**src/rtl/ultrasonic_multi_ranger_pkg.sv**
```systemverilog
// Shared types and helpers for the multi-channel ultrasonic ranger.
// Difference arithmetic is done in DIFF_W bits so CNT_W-wide distances never wrap.
package ultrasonic_pkg;

    typedef enum logic [2:0] {
        IDLE,
        TRIG,
        WAIT,
        MEAS,
        RESULT,
        HOLD
    } state_t;

    localparam int DIFF_W = 32;

    function automatic int ch_width(input int num_ch);
        return (num_ch > 1) ? $clog2(num_ch) : 1;
    endfunction

    function automatic logic [DIFF_W-1:0] abs_diff(input logic [DIFF_W-1:0] a,
                                                   input logic [DIFF_W-1:0] b);
        return (a > b) ? (a - b) : (b - a);
    endfunction

endpackage

```
**src/rtl/ultrasonic_multi_ranger_echo_conditioner.sv**
```systemverilog
// Per-channel echo conditioning: 2-flop synchroniser, plus a stability filter
// when ECHO_GLITCH_FILTER_EN is defined (both edges delayed by FILT_CYCLES).
module echo_conditioner #(
    parameter int FILT_CYCLES = 4
) (
    input  logic clk,
    input  logic rst_n,
    input  logic echo_raw,
    output logic echo_clean
);

`ifdef ECHO_GLITCH_FILTER_EN
    localparam bit FILT_EN = 1'b1;
`else
    localparam bit FILT_EN = 1'b0;
`endif
    localparam int FILT_LEN = FILT_EN ? FILT_CYCLES : 0;

    logic sync1_reg;
    logic sync2_reg;

    always_ff @(posedge clk or negedge rst_n) begin
        if (!rst_n) begin
            sync1_reg <= 1'b0;
            sync2_reg <= 1'b0;
        end else begin
            sync1_reg <= echo_raw;
            sync2_reg <= sync1_reg;
        end
    end

    generate
        if (FILT_LEN > 0) begin : g_filt
            localparam int FCW = (FILT_LEN > 1) ? $clog2(FILT_LEN) : 1;
            logic           filt_reg;
            logic [FCW-1:0] stable_reg;

            // Level flips only after FILT_LEN consecutive cycles of disagreement.
            always_ff @(posedge clk or negedge rst_n) begin
                if (!rst_n) begin
                    filt_reg   <= 1'b0;
                    stable_reg <= '0;
                end else if (sync2_reg == filt_reg) begin
                    stable_reg <= '0;
                end else if (stable_reg == FCW'(FILT_LEN - 1)) begin
                    filt_reg   <= sync2_reg;
                    stable_reg <= '0;
                end else begin
                    stable_reg <= stable_reg + 1'b1;
                end
            end

            assign echo_clean = filt_reg;
        end else begin : g_nofilt
            assign echo_clean = sync2_reg;
        end
    endgenerate

endmodule

```
**src/rtl/ultrasonic_multi_ranger.sv**
```systemverilog
// Round-robin multi-sensor ultrasonic ranger with timeouts and per-channel motion debounce.
// Optional echo glitch filter enabled by defining ECHO_GLITCH_FILTER_EN.
module ultrasonic_multi_ranger
    import ultrasonic_pkg::*;
#(
    parameter int NUM_CH         = 4,
    parameter int CNT_W          = 16,
    parameter int TRIG_CYCLES    = 1000,
    parameter int ECHO_WAIT      = 50000,
    parameter int MAX_COUNT      = 60000,
    parameter int HOLDOFF_CYCLES = 6000,
    parameter int THRESHOLD      = 100,
    parameter int HITS           = 2,
    parameter int FILT_CYCLES    = 4,
    localparam int CH_W          = ch_width(NUM_CH)
) (
    input  logic              clk,
    input  logic              rst_n,
    input  logic              enable,
    input  logic [NUM_CH-1:0] echo,
    output logic [NUM_CH-1:0] trigger,
    output logic              dist_valid,
    output logic [CH_W-1:0]   dist_ch,
    output logic [CNT_W-1:0]  dist_value,
    output logic              dist_timeout,
    output logic [NUM_CH-1:0] motion,
    output logic              busy
);

    localparam logic [CNT_W-1:0] TRIG_LAST = CNT_W'(TRIG_CYCLES - 1);
    localparam logic [CNT_W-1:0] WAIT_LAST = CNT_W'(ECHO_WAIT - 1);
    localparam logic [CNT_W-1:0] MEAS_LAST = CNT_W'(MAX_COUNT - 1);
    localparam logic [CNT_W-1:0] COUNT_MAX = CNT_W'(MAX_COUNT);
    localparam logic [CNT_W-1:0] HOLD_LAST = CNT_W'(HOLDOFF_CYCLES - 1);
    localparam logic [CH_W-1:0]  CH_LAST   = CH_W'(NUM_CH - 1);
    localparam logic [3:0]       HITS_V    = 4'(HITS);

    logic [NUM_CH-1:0] echo_sync;

    genvar gi;
    generate
        for (gi = 0; gi < NUM_CH; gi++) begin : g_cond
            echo_conditioner #(
                .FILT_CYCLES(FILT_CYCLES)
            ) u_cond (
                .clk       (clk),
                .rst_n     (rst_n),
                .echo_raw  (echo[gi]),
                .echo_clean(echo_sync[gi])
            );
        end
    endgenerate

    state_t            state_reg, state_next;
    logic [CH_W-1:0]   ch_reg, ch_next;
    logic [CNT_W-1:0]  cnt_reg, cnt_next;
    logic              timeout_reg, timeout_next;
    logic              echo_act;
    logic              result_load;
    logic [NUM_CH-1:0] trig_next;

    assign echo_act    = echo_sync[ch_reg];
    assign result_load = (state_next == RESULT);

    always_ff @(posedge clk or negedge rst_n) begin
        if (!rst_n) begin
            state_reg   <= IDLE;
            ch_reg      <= '0;
            cnt_reg     <= '0;
            timeout_reg <= 1'b0;
        end else begin
            state_reg   <= state_next;
            ch_reg      <= ch_next;
            cnt_reg     <= cnt_next;
            timeout_reg <= timeout_next;
        end
    end

    // One counter serves as trigger timer, wait timer, echo width and holdoff timer.
    always_comb begin
        state_next   = state_reg;
        ch_next      = ch_reg;
        cnt_next     = cnt_reg;
        timeout_next = timeout_reg;
        case (state_reg)
            IDLE: begin
                if (enable) begin
                    state_next = TRIG;
                    cnt_next   = '0;
                end
            end
            TRIG: begin
                if (cnt_reg == TRIG_LAST) begin
                    state_next = WAIT;
                    cnt_next   = '0;
                end else begin
                    cnt_next = cnt_reg + 1'b1;
                end
            end
            WAIT: begin
                if (echo_act) begin
                    state_next   = MEAS;
                    cnt_next     = CNT_W'(1);
                    timeout_next = 1'b0;
                end else if (cnt_reg == WAIT_LAST) begin
                    state_next   = RESULT;
                    cnt_next     = COUNT_MAX;
                    timeout_next = 1'b1;
                end else begin
                    cnt_next = cnt_reg + 1'b1;
                end
            end
            MEAS: begin
                if (!echo_act) begin
                    state_next = RESULT;
                end else begin
                    cnt_next = cnt_reg + 1'b1;
                    if (cnt_reg == MEAS_LAST) begin
                        state_next   = RESULT;
                        timeout_next = 1'b1;
                    end
                end
            end
            RESULT: begin
                state_next = HOLD;
                cnt_next   = '0;
            end
            HOLD: begin
                if (cnt_reg == HOLD_LAST) begin
                    cnt_next   = '0;
                    ch_next    = (ch_reg == CH_LAST) ? '0 : ch_reg + 1'b1;
                    state_next = enable ? TRIG : IDLE;
                end else begin
                    cnt_next = cnt_reg + 1'b1;
                end
            end
            default: state_next = IDLE;
        endcase
    end

    always_comb begin
        trig_next = '0;
        if (state_next == TRIG) begin
            trig_next[ch_next] = 1'b1;
        end
    end

    logic [NUM_CH-1:0] trigger_reg;
    logic              busy_reg;
    logic              dist_valid_reg;
    logic [CH_W-1:0]   dist_ch_reg;
    logic [CNT_W-1:0]  dist_value_reg;
    logic              dist_timeout_reg;

    // Outputs are registered from next-state values so they line up with the state register.
    always_ff @(posedge clk or negedge rst_n) begin
        if (!rst_n) begin
            trigger_reg      <= '0;
            busy_reg         <= 1'b0;
            dist_valid_reg   <= 1'b0;
            dist_ch_reg      <= '0;
            dist_value_reg   <= '0;
            dist_timeout_reg <= 1'b0;
        end else begin
            trigger_reg    <= trig_next;
            busy_reg       <= (state_next != IDLE);
            dist_valid_reg <= result_load;
            if (result_load) begin
                dist_ch_reg      <= ch_reg;
                dist_value_reg   <= cnt_next;
                dist_timeout_reg <= timeout_next;
            end
        end
    end

    generate
        for (gi = 0; gi < NUM_CH; gi++) begin : g_motion
            logic [CNT_W-1:0] prev_dist_reg;
            logic             prev_valid_reg;
            logic [3:0]       hit_reg;
            logic [3:0]       hit_next;
            logic             motion_reg;
            logic             upd;
            logic             over;

            assign upd  = result_load && !timeout_next && (ch_reg == CH_W'(gi));
            assign over = abs_diff(DIFF_W'(cnt_next), DIFF_W'(prev_dist_reg)) > DIFF_W'(THRESHOLD);
            assign hit_next = !over ? 4'd0 :
                              (hit_reg == HITS_V) ? HITS_V : hit_reg + 4'd1;

            always_ff @(posedge clk or negedge rst_n) begin
                if (!rst_n) begin
                    prev_dist_reg  <= '0;
                    prev_valid_reg <= 1'b0;
                    hit_reg        <= '0;
                    motion_reg     <= 1'b0;
                end else if (upd) begin
                    prev_dist_reg <= cnt_next;
                    if (!prev_valid_reg) begin
                        prev_valid_reg <= 1'b1;
                    end else begin
                        hit_reg    <= hit_next;
                        motion_reg <= (hit_next == HITS_V);
                    end
                end
            end

            assign motion[gi] = motion_reg;
        end
    endgenerate

    assign trigger      = trigger_reg;
    assign busy         = busy_reg;
    assign dist_valid   = dist_valid_reg;
    assign dist_ch      = dist_ch_reg;
    assign dist_value   = dist_value_reg;
    assign dist_timeout = dist_timeout_reg;

endmodule

```
**config.mk**
```make
export PLATFORM = sky130hd
export DESIGN_NAME = ultrasonic_multi_ranger
export DESIGN_NICKNAME = d
export VERILOG_FILES = /design/src/rtl/ultrasonic_multi_ranger_pkg.sv /design/src/rtl/ultrasonic_multi_ranger_echo_conditioner.sv /design/src/rtl/ultrasonic_multi_ranger.sv
export SDC_FILE = /design/constraint.sdc
export NUM_CORES = 1
export LEC_CHECK = 0
export CAP_MARGIN = 20
export CORE_MARGIN = 2
export CORE_UTILIZATION = 52
export DETAILED_ROUTE_END_ITERATION = 7
export PLACE_DENSITY = 0.8
export SLEW_MARGIN = 25
export SYNTH_ARGS = -nofsm -noshare
export SYNTH_HDL_FRONTEND = slang
export SYNTH_SLANG_ARGS = --single-unit
```
**constraint.sdc**
```tcl
create_clock -name clk -period 6.85 [get_ports clk]
set_clock_uncertainty 0.05 [all_clocks]
set_input_delay 1.0275 -clock clk [delete_from_list [all_inputs] [get_ports clk]]
set_output_delay 1.0275 -clock clk [all_outputs]
set_load 0.02 [all_outputs]
```
# Word level (Yosys, flattened, before mapping)

Index checks and enable logic that the tools add are counted.

$add $sub $neg: 14
Magnitude comparators: 11
Equality and inequality tests: 22
Muxes and demuxes: 41
Reduce and logical (&&, ||, !) cells: 14

Operators by type and width:

| cell                                                | count |
|---|---|
| subtractor 16 x 16 -> 17 bit                        | 8 |
| > comparator 32 x 7 -> 1 bit, second input constant | 4 |
| 2-to-1 mux 32 bit                                   | 4 |
| 2-to-1 mux 16 bit                                   | 6 |
| case mux 16 bit (6 select lines)                    | 1 |
| > comparator 16 bit                                 | 4 |
| 2-to-1 mux 4 bit                                    | 9 |
| == test 16 bit, second input constant               | 2 |
| == test 4 x 2 -> 1 bit, second input constant       | 8 |
| 2-to-1 mux 3 bit                                    | 7 |
| case mux 3 bit (6 select lines)                     | 1 |
| adder 16 x 1 -> 16 bit, second input constant       | 1 |
| adder 4 x 1 -> 4 bit, second input constant         | 4 |
| == test 16 x 10 -> 1 bit, second input constant     | 1 |
| == test 16 x 13 -> 1 bit, second input constant     | 1 |
| == test 3 bit, second input constant                | 3 |
| AND reduction 2 bit                                 | 4 |
| 2-to-1 mux 1 bit                                    | 7 |
| == test 3 x 1 -> 1 bit, second input constant       | 2 |
| == test 3 x 2 -> 1 bit, second input constant       | 2 |
| logical AND 1 bit                                   | 6 |
| < comparator 2 x 3 -> 1 bit, second input constant  | 2 |
| 2-to-1 mux 2 bit                                    | 3 |
| == test 2 bit, second input constant                | 2 |
| other kinds (10)                                    | 10 |

Bits in registers: 143
Output and inout bits: 29
Word-level logic and storage cells: 136

# Logic depth before layout (Yosys ltp)

Gate-level depths: netlist of run 1.

Word-level depth: 9
Depth in mapped cells: 25

# By module

From an unflattened synthesis of run 1, not the netlist that was laid out.

Cells, all modules: 1663
Area total of the unflattened synthesis: 13215.2 um^2

By module, submodules not included:

| module                  | times used | cells an instance | area an instance (um^2) | seq. area each (um^2) |
|---|---|---|---|---|
| ultrasonic_multi_ranger | 1          | 1655              | 13015.0                 | 3378.2 |
| echo_conditioner        | 4          | 2                 | 50.0                    | 50.0 |

# Least setup slack after synthesis of run 1

OpenSTA, ideal clock, no wires.

Path type: register to register
Start: register cnt_reg[4]
End: register g_motion[1].hit_reg[0]
Setup time: 0.076 ns
Arrival: 6.213 ns
Required time: 6.724 ns
Setup slack: 0.510 ns
Stages on the path, launching flop included: 22
Path buffers: 2
Period minus slack after synthesis: 6.340 ns
Cells stage by stage: dfrtp_1 -> or3_1 -> or4_1 -> o311ai_1 -> a21oi_1 -> a21oi_1 -> nor2b_1 -> a21oi_1 -> inv_1 -> ha_1 -> nor2b_1 -> o31a_1 -> o21ai_1 -> nand3_1 -> and2_1 -> clkbuf_1 -> o41ai_1 -> xor2_1 -> and4_1 -> clkbuf_1 -> or3_1 -> o21ai_1

Cells in the longest elaborated chain, start to end: 8
Elaborated cells between the ends (all ways): 35

RTL lines:

| item                                                                       | RTL line                          | text |
|---|---|---|
| from (decl)                                                                | ultrasonic_multi_ranger.sv:56     | `logic [CNT_W-1:0] cnt_reg, cnt_next;` |
| from (signal assigned)                                                     | ultrasonic_multi_ranger.sv:74     | `cnt_reg <= cnt_next;` |
| == test 16 bit                                                             | ultrasonic_multi_ranger.sv:105    | `end else if (cnt_reg == WAIT_LAST) begin` |
| 2-to-1 mux 16 bit                                                          | ultrasonic_multi_ranger.sv:105    |  |
| 2-to-1 mux 16 bit                                                          | ultrasonic_multi_ranger.sv:101    | `if (echo_act) begin` |
| case mux 16 bit (6 select lines) *                                         | ultrasonic_multi_ranger.sv:85     | `case (state_reg)` |
| net cnt_next[1]                                                            | ultrasonic_multi_ranger.sv:56     |  |
| subtractor 16 x 16 -> 17 bit / > comparator 16 bit (equally long branches) | ultrasonic_multi_ranger_pkg.sv:22 | `return (a > b) ? (a - b) : (b - a);` |
| 2-to-1 mux 32 bit *                                                        | ultrasonic_multi_ranger_pkg.sv:22 |  |
| > comparator 32 x 7 -> 1 bit *                                             | ultrasonic_multi_ranger.sv:187    | `assign over = abs_diff(DIFF_W'(cnt_next), DIFF_W'(prev_dist_reg)) > DIFF_W'(THRESHOLD);` |
| 2-to-1 mux 4 bit *                                                         | ultrasonic_multi_ranger.sv:188    | `assign hit_next = !over ? 4'd0 :` |
| to (signal assigned)                                                       | ultrasonic_multi_ranger.sv:202    | `hit_reg <= hit_next;` |
| to (decl)                                                                  | ultrasonic_multi_ranger.sv:180    | `logic [3:0] hit_reg;` |

The timed path passes the listed nets; every way through them passes the cells marked *.
A chain may end at the register's enable or synchronous reset.

# Final worst setup path of run 1

Start: register cnt_reg[4]
End: register g_motion[2].hit_reg[2]

Cells in the longest elaborated chain, start to end: 8
Elaborated cells between the ends (all ways): 35

RTL lines:

| item                                                                       | RTL line |
|---|---|
| adder 16 x 1 -> 16 bit / == test 16 bit (equally long branches)            | -- |
| 2-to-1 mux 16 bit                                                          | ultrasonic_multi_ranger.sv:105 |
| 2-to-1 mux 16 bit                                                          | ultrasonic_multi_ranger.sv:101 |
| case mux 16 bit (6 select lines) *                                         | ultrasonic_multi_ranger.sv:85 |
| net cnt_next[5]                                                            | ultrasonic_multi_ranger.sv:56 |
| subtractor 16 x 16 -> 17 bit / > comparator 16 bit (equally long branches) | ultrasonic_multi_ranger_pkg.sv:22 |
| 2-to-1 mux 32 bit *                                                        | ultrasonic_multi_ranger_pkg.sv:22 |
| > comparator 32 x 7 -> 1 bit *                                             | ultrasonic_multi_ranger.sv:187 |
| 2-to-1 mux 4 bit *                                                         | ultrasonic_multi_ranger.sv:188 |
| to (signal assigned)                                                       | ultrasonic_multi_ranger.sv:202 |
| to (decl)                                                                  | ultrasonic_multi_ranger.sv:180 |

Marks and branches as above.

==> metrics.cfg, run 1 <==
[drt]
route.antenna.remaining_nets = 0
drt_first_pass_iters = 6
drt_iter0_drc = 1211
wl_per_cell_um = 18.8
vias = 12700
avgViaCountPerCell = 6.29
drt-total-wl_mm = 37.9
remaining_drc_errors = 0

[layout]
syn2layout_area_growth_pct = 9.42
antenna_cells = 0
final_cell_mix = a21oi_1 (197), nor2_1 (181), dfrtp_1 (143), ha_1 (140), inv_1 (120)
drive_gt1_share_pct = 6.71
layout_commonest_cell = a21oi_1
nets = 1826
fillers = 2277
largest_reg_flops = 64

[sta]
fin_tns_setup_ns = 0
final.period_utilization_pct = 94.9
rsz0062_at_grt = false
slew-limit-headroom_pct = 28.5
fin_crit_ns = 6.50
max_freq_mhz = 154
hold_viol_final = 0
setup_slack_ns = 0.351
whs_ns = 0.292
drv_slew = 0
worst_slew_pin_slew_ns = 1.05
setup_viol = 0

[synthesis]
yosysSeqAreaShare_pct = 26.8
netlist_instances = 1669
synth_ff_type = dfrtp_1
synth_seq_cells = 143
synth_edf_count = 0
syn_avg_cell_area_um2 = 7.99
synth_area_um2 = 13300
yosysWarnings = 0
async_flop_share_pct = 100
synth_nets = 1825
synth_cell_type_count = 86

[worst_hold_path]
worstHoldPathCells = 0
min_to = g_cond[3].u_cond.echo_clean
hold_start = g_cond[3].u_cond.sync1_reg
hold_class = flop to flop

[critical_path]
start_kind = flop
crit_type = flop to flop
ff2ff_path_depth = 20
arrival_ns = 6.78
r2r_slack_ns = 0.35
crit_fanout = 9
worst_ep_required_time_ns = 7.14
endpoint_kind = flop
startpoint = cnt_reg[4]
r2r-end = g_motion[2].hit_reg[2]
r2r-start = cnt_reg[4]

[global_route]
gr-total-overflow = 0
grt_pass1_vias = 11800
grt_pass1_wl_mm = 60.4
grt_max_degree = 77
track_usage_pct = 28.1
antenna_found_initial = 0

[floorplan]
ios = 36
die_w_um = 164
die_h_um = 164
fp-row-count = 58
design.die.area_um2 = 27000
coreArea_um2 = 25200
start_util_pct = 53.0

[clock_network]
cts_buffers = 17
ctsResizeCount = 0
clk_latency_ns = 0.44
htreeDepth = 4
cts_root_buf = clkbuf_16
hold_buffers = 0
cts_tree = built
clk_pin_slew_ns = 0.08
cts.sinks = 143
postCtsSetupBuffers = 0
cts_buffer_depth = 2

[place]
hpwl_mm = 28.0
dp_slack_ns = 0.238
io_buffer_count = 35
routabilityCongestion = 0.989

[job]
drv_cap = 0

[power]
vdd_drop_max_v = 0.000156
cellPowerDensity_nw_per_um2 = 126
power.leakage_nw = 6.58

[status]
status = finished, final reports clean

## cell type report
| type | count | area, um2 | share of cell area [%] |
|---|---|---|---|
| Multi-Input combinational cell | 1316 | 8950 | 61.3 |
| Sequential cell | 143 | 3580 | 24.5 |
| Timing Repair Buffer | 63 | 566 | 3.87 |
| Inverter | 129 | 484 | 3.32 |
| Clock buffer | 17 | 425 | 2.91 |
| Tap cell | 330 | 413 | 2.83 |
| Clock inverter | 15 | 184 | 1.26 |
## worst max-delay path by stage
| stage | endpoint | cells after the start |
|---|---|---|
| final | g_motion[2].hit_reg[2] | 20 |
| after global routing | g_motion[0].hit_reg[2] | 21 |
| after CTS | g_motion[2].hit_reg[2] | 21 |
| after detailed placement | g_motion[2].hit_reg[2] | 21 |
| after global placement | g_motion[2].hit_reg[2] | 21 |
| after floorplan | g_motion[1].hit_reg[0] | 21 |
## power breakdown
group	total (W)	internal, W	switching (W)
combinational	0.0000224	0.00000422	0.0000182
sequential	0.000846	0.000846	0.000000565
clock	0.000976	0.000499	0.000478
## per-stage QoR
stage / util [%] / power, W / cells / area (um2)
floorplan: - / 0.000864 / 1669 / 13300
global placement: 55.5 / 0.000886 / 1981 / 14000
detailed placement: 55.5 / 0.000887 / 1981 / 14000
CTS: 57.9 / 0.00186 / 2013 / 14600
global route: 58.0 / 0.00189 / 2013 / 14600
finish: 58.0 / 0.00185 / 2013 / 14600
## kinds of logic after synthesis
family	Yosys count	synth area share [%]
buf+inv	210	6.23
compound gates	553	26.8
simple gates	531	19.8
xor+xnor	52	3.41
mux	31	2.54
flops	143	26.8
fa+ha+maj	149	14.4
## synthesized netlist by cell type, types with 5 or more instances
cell type	n	area share, %
o211a_1	6	0.45
a21o_1	34	1.9
a22o_1	10	0.66
clkbuf_1	65	1.8
nor2b_1	28	1.3
o21ai_0	73	2.7
buf_4	5	0.28
and2_1	17	0.80
o41ai_1	8	0.53
a221oi_1	7	0.46
o21a_1	26	1.5
nand2b_1	20	0.94
xor2_1	20	1.3
dfrtp_1	143	27
a2111oi_0	10	0.66
o211ai_1	13	0.73
nor3b_1	5	0.28
nor4_1	10	0.47
nand4_1	27	1.3
inv_1	120	3.4
xnor2_1	32	2.1
nor3_1	34	1.3
nand3_1	44	1.7
inv_2	9	0.25
o31ai_1	23	1.3
or4_1	8	0.45
nand3b_1	12	0.68
nand2_1	83	2.3
or2_2	10	0.47
and3_1	18	0.84
ha_1	141	13
a21oi_1	199	7.5
or3_1	20	0.94
mux2_2	13	1.1
o31a_1	9	0.59
nor2_1	181	5.1
a31oi_1	20	0.94
mux2i_1	17	1.3
o21bai_1	16	0.90
o22ai_1	7	0.33
buf_2	7	0.26
o21ai_1	16	0.60
fa_1	8	1.2
a211oi_1	26	1.5
## layer usage
layer  vias up  share of wire [%]  track usage, %  wire length, um
li1       6024                  -               -                -
met1      6076                 44            37.3            16700
met2       493                 46            46.9            17500
met3        68                6.9            4.14             2600
met4         0                2.7            9.41             1030
met5         -                  0               0                0
## critical path, stage by stage (launching register included)
cell      delay, ns
dfrtp_1        0.45
or3_1          0.41
or4_1          0.55
o311ai_1       0.31
a21oi_1        0.17
nor2_1         0.18
buf_4          0.19
nor2_1         0.05
o21ai_1        0.11
nand3_1        0.42
ha_1           0.67
nand4_4        0.15
or4_1          0.54
a21o_1         0.21
a31oi_4        0.19
o21ai_2        0.13
or4_1          0.48
or4_1          0.43
a211oi_2       0.37
nor2_1         0.10
a22o_1         0.21
No activity file was read; power rests on OpenSTA's default activity.
==> run 2: changes to the inputs <==
--- a/config.mk
+++ b/config.mk
@@ -14,3 +14,4 @@
 export SYNTH_ARGS = -nofsm -noshare
 export SYNTH_HDL_FRONTEND = slang
 export SYNTH_SLANG_ARGS = --single-unit
+export TNS_END_PERCENT = 10
==> results of run 2 <==
Same layout as run 1: the final DEF is identical, and so are final timing and power.
==> run 3: changes to the inputs <==
--- a/config.mk
+++ b/config.mk
@@ -8,6 +8,7 @@
 export CAP_MARGIN = 20
 export CORE_MARGIN = 2
 export CORE_UTILIZATION = 52
+export CTS_CLUSTER_DIAMETER = 30
 export DETAILED_ROUTE_END_ITERATION = 7
 export PLACE_DENSITY = 0.8
 export SLEW_MARGIN = 25
==> results of run 3 <==
Same layout as run 1: the final DEF is identical, and so are final timing and power.
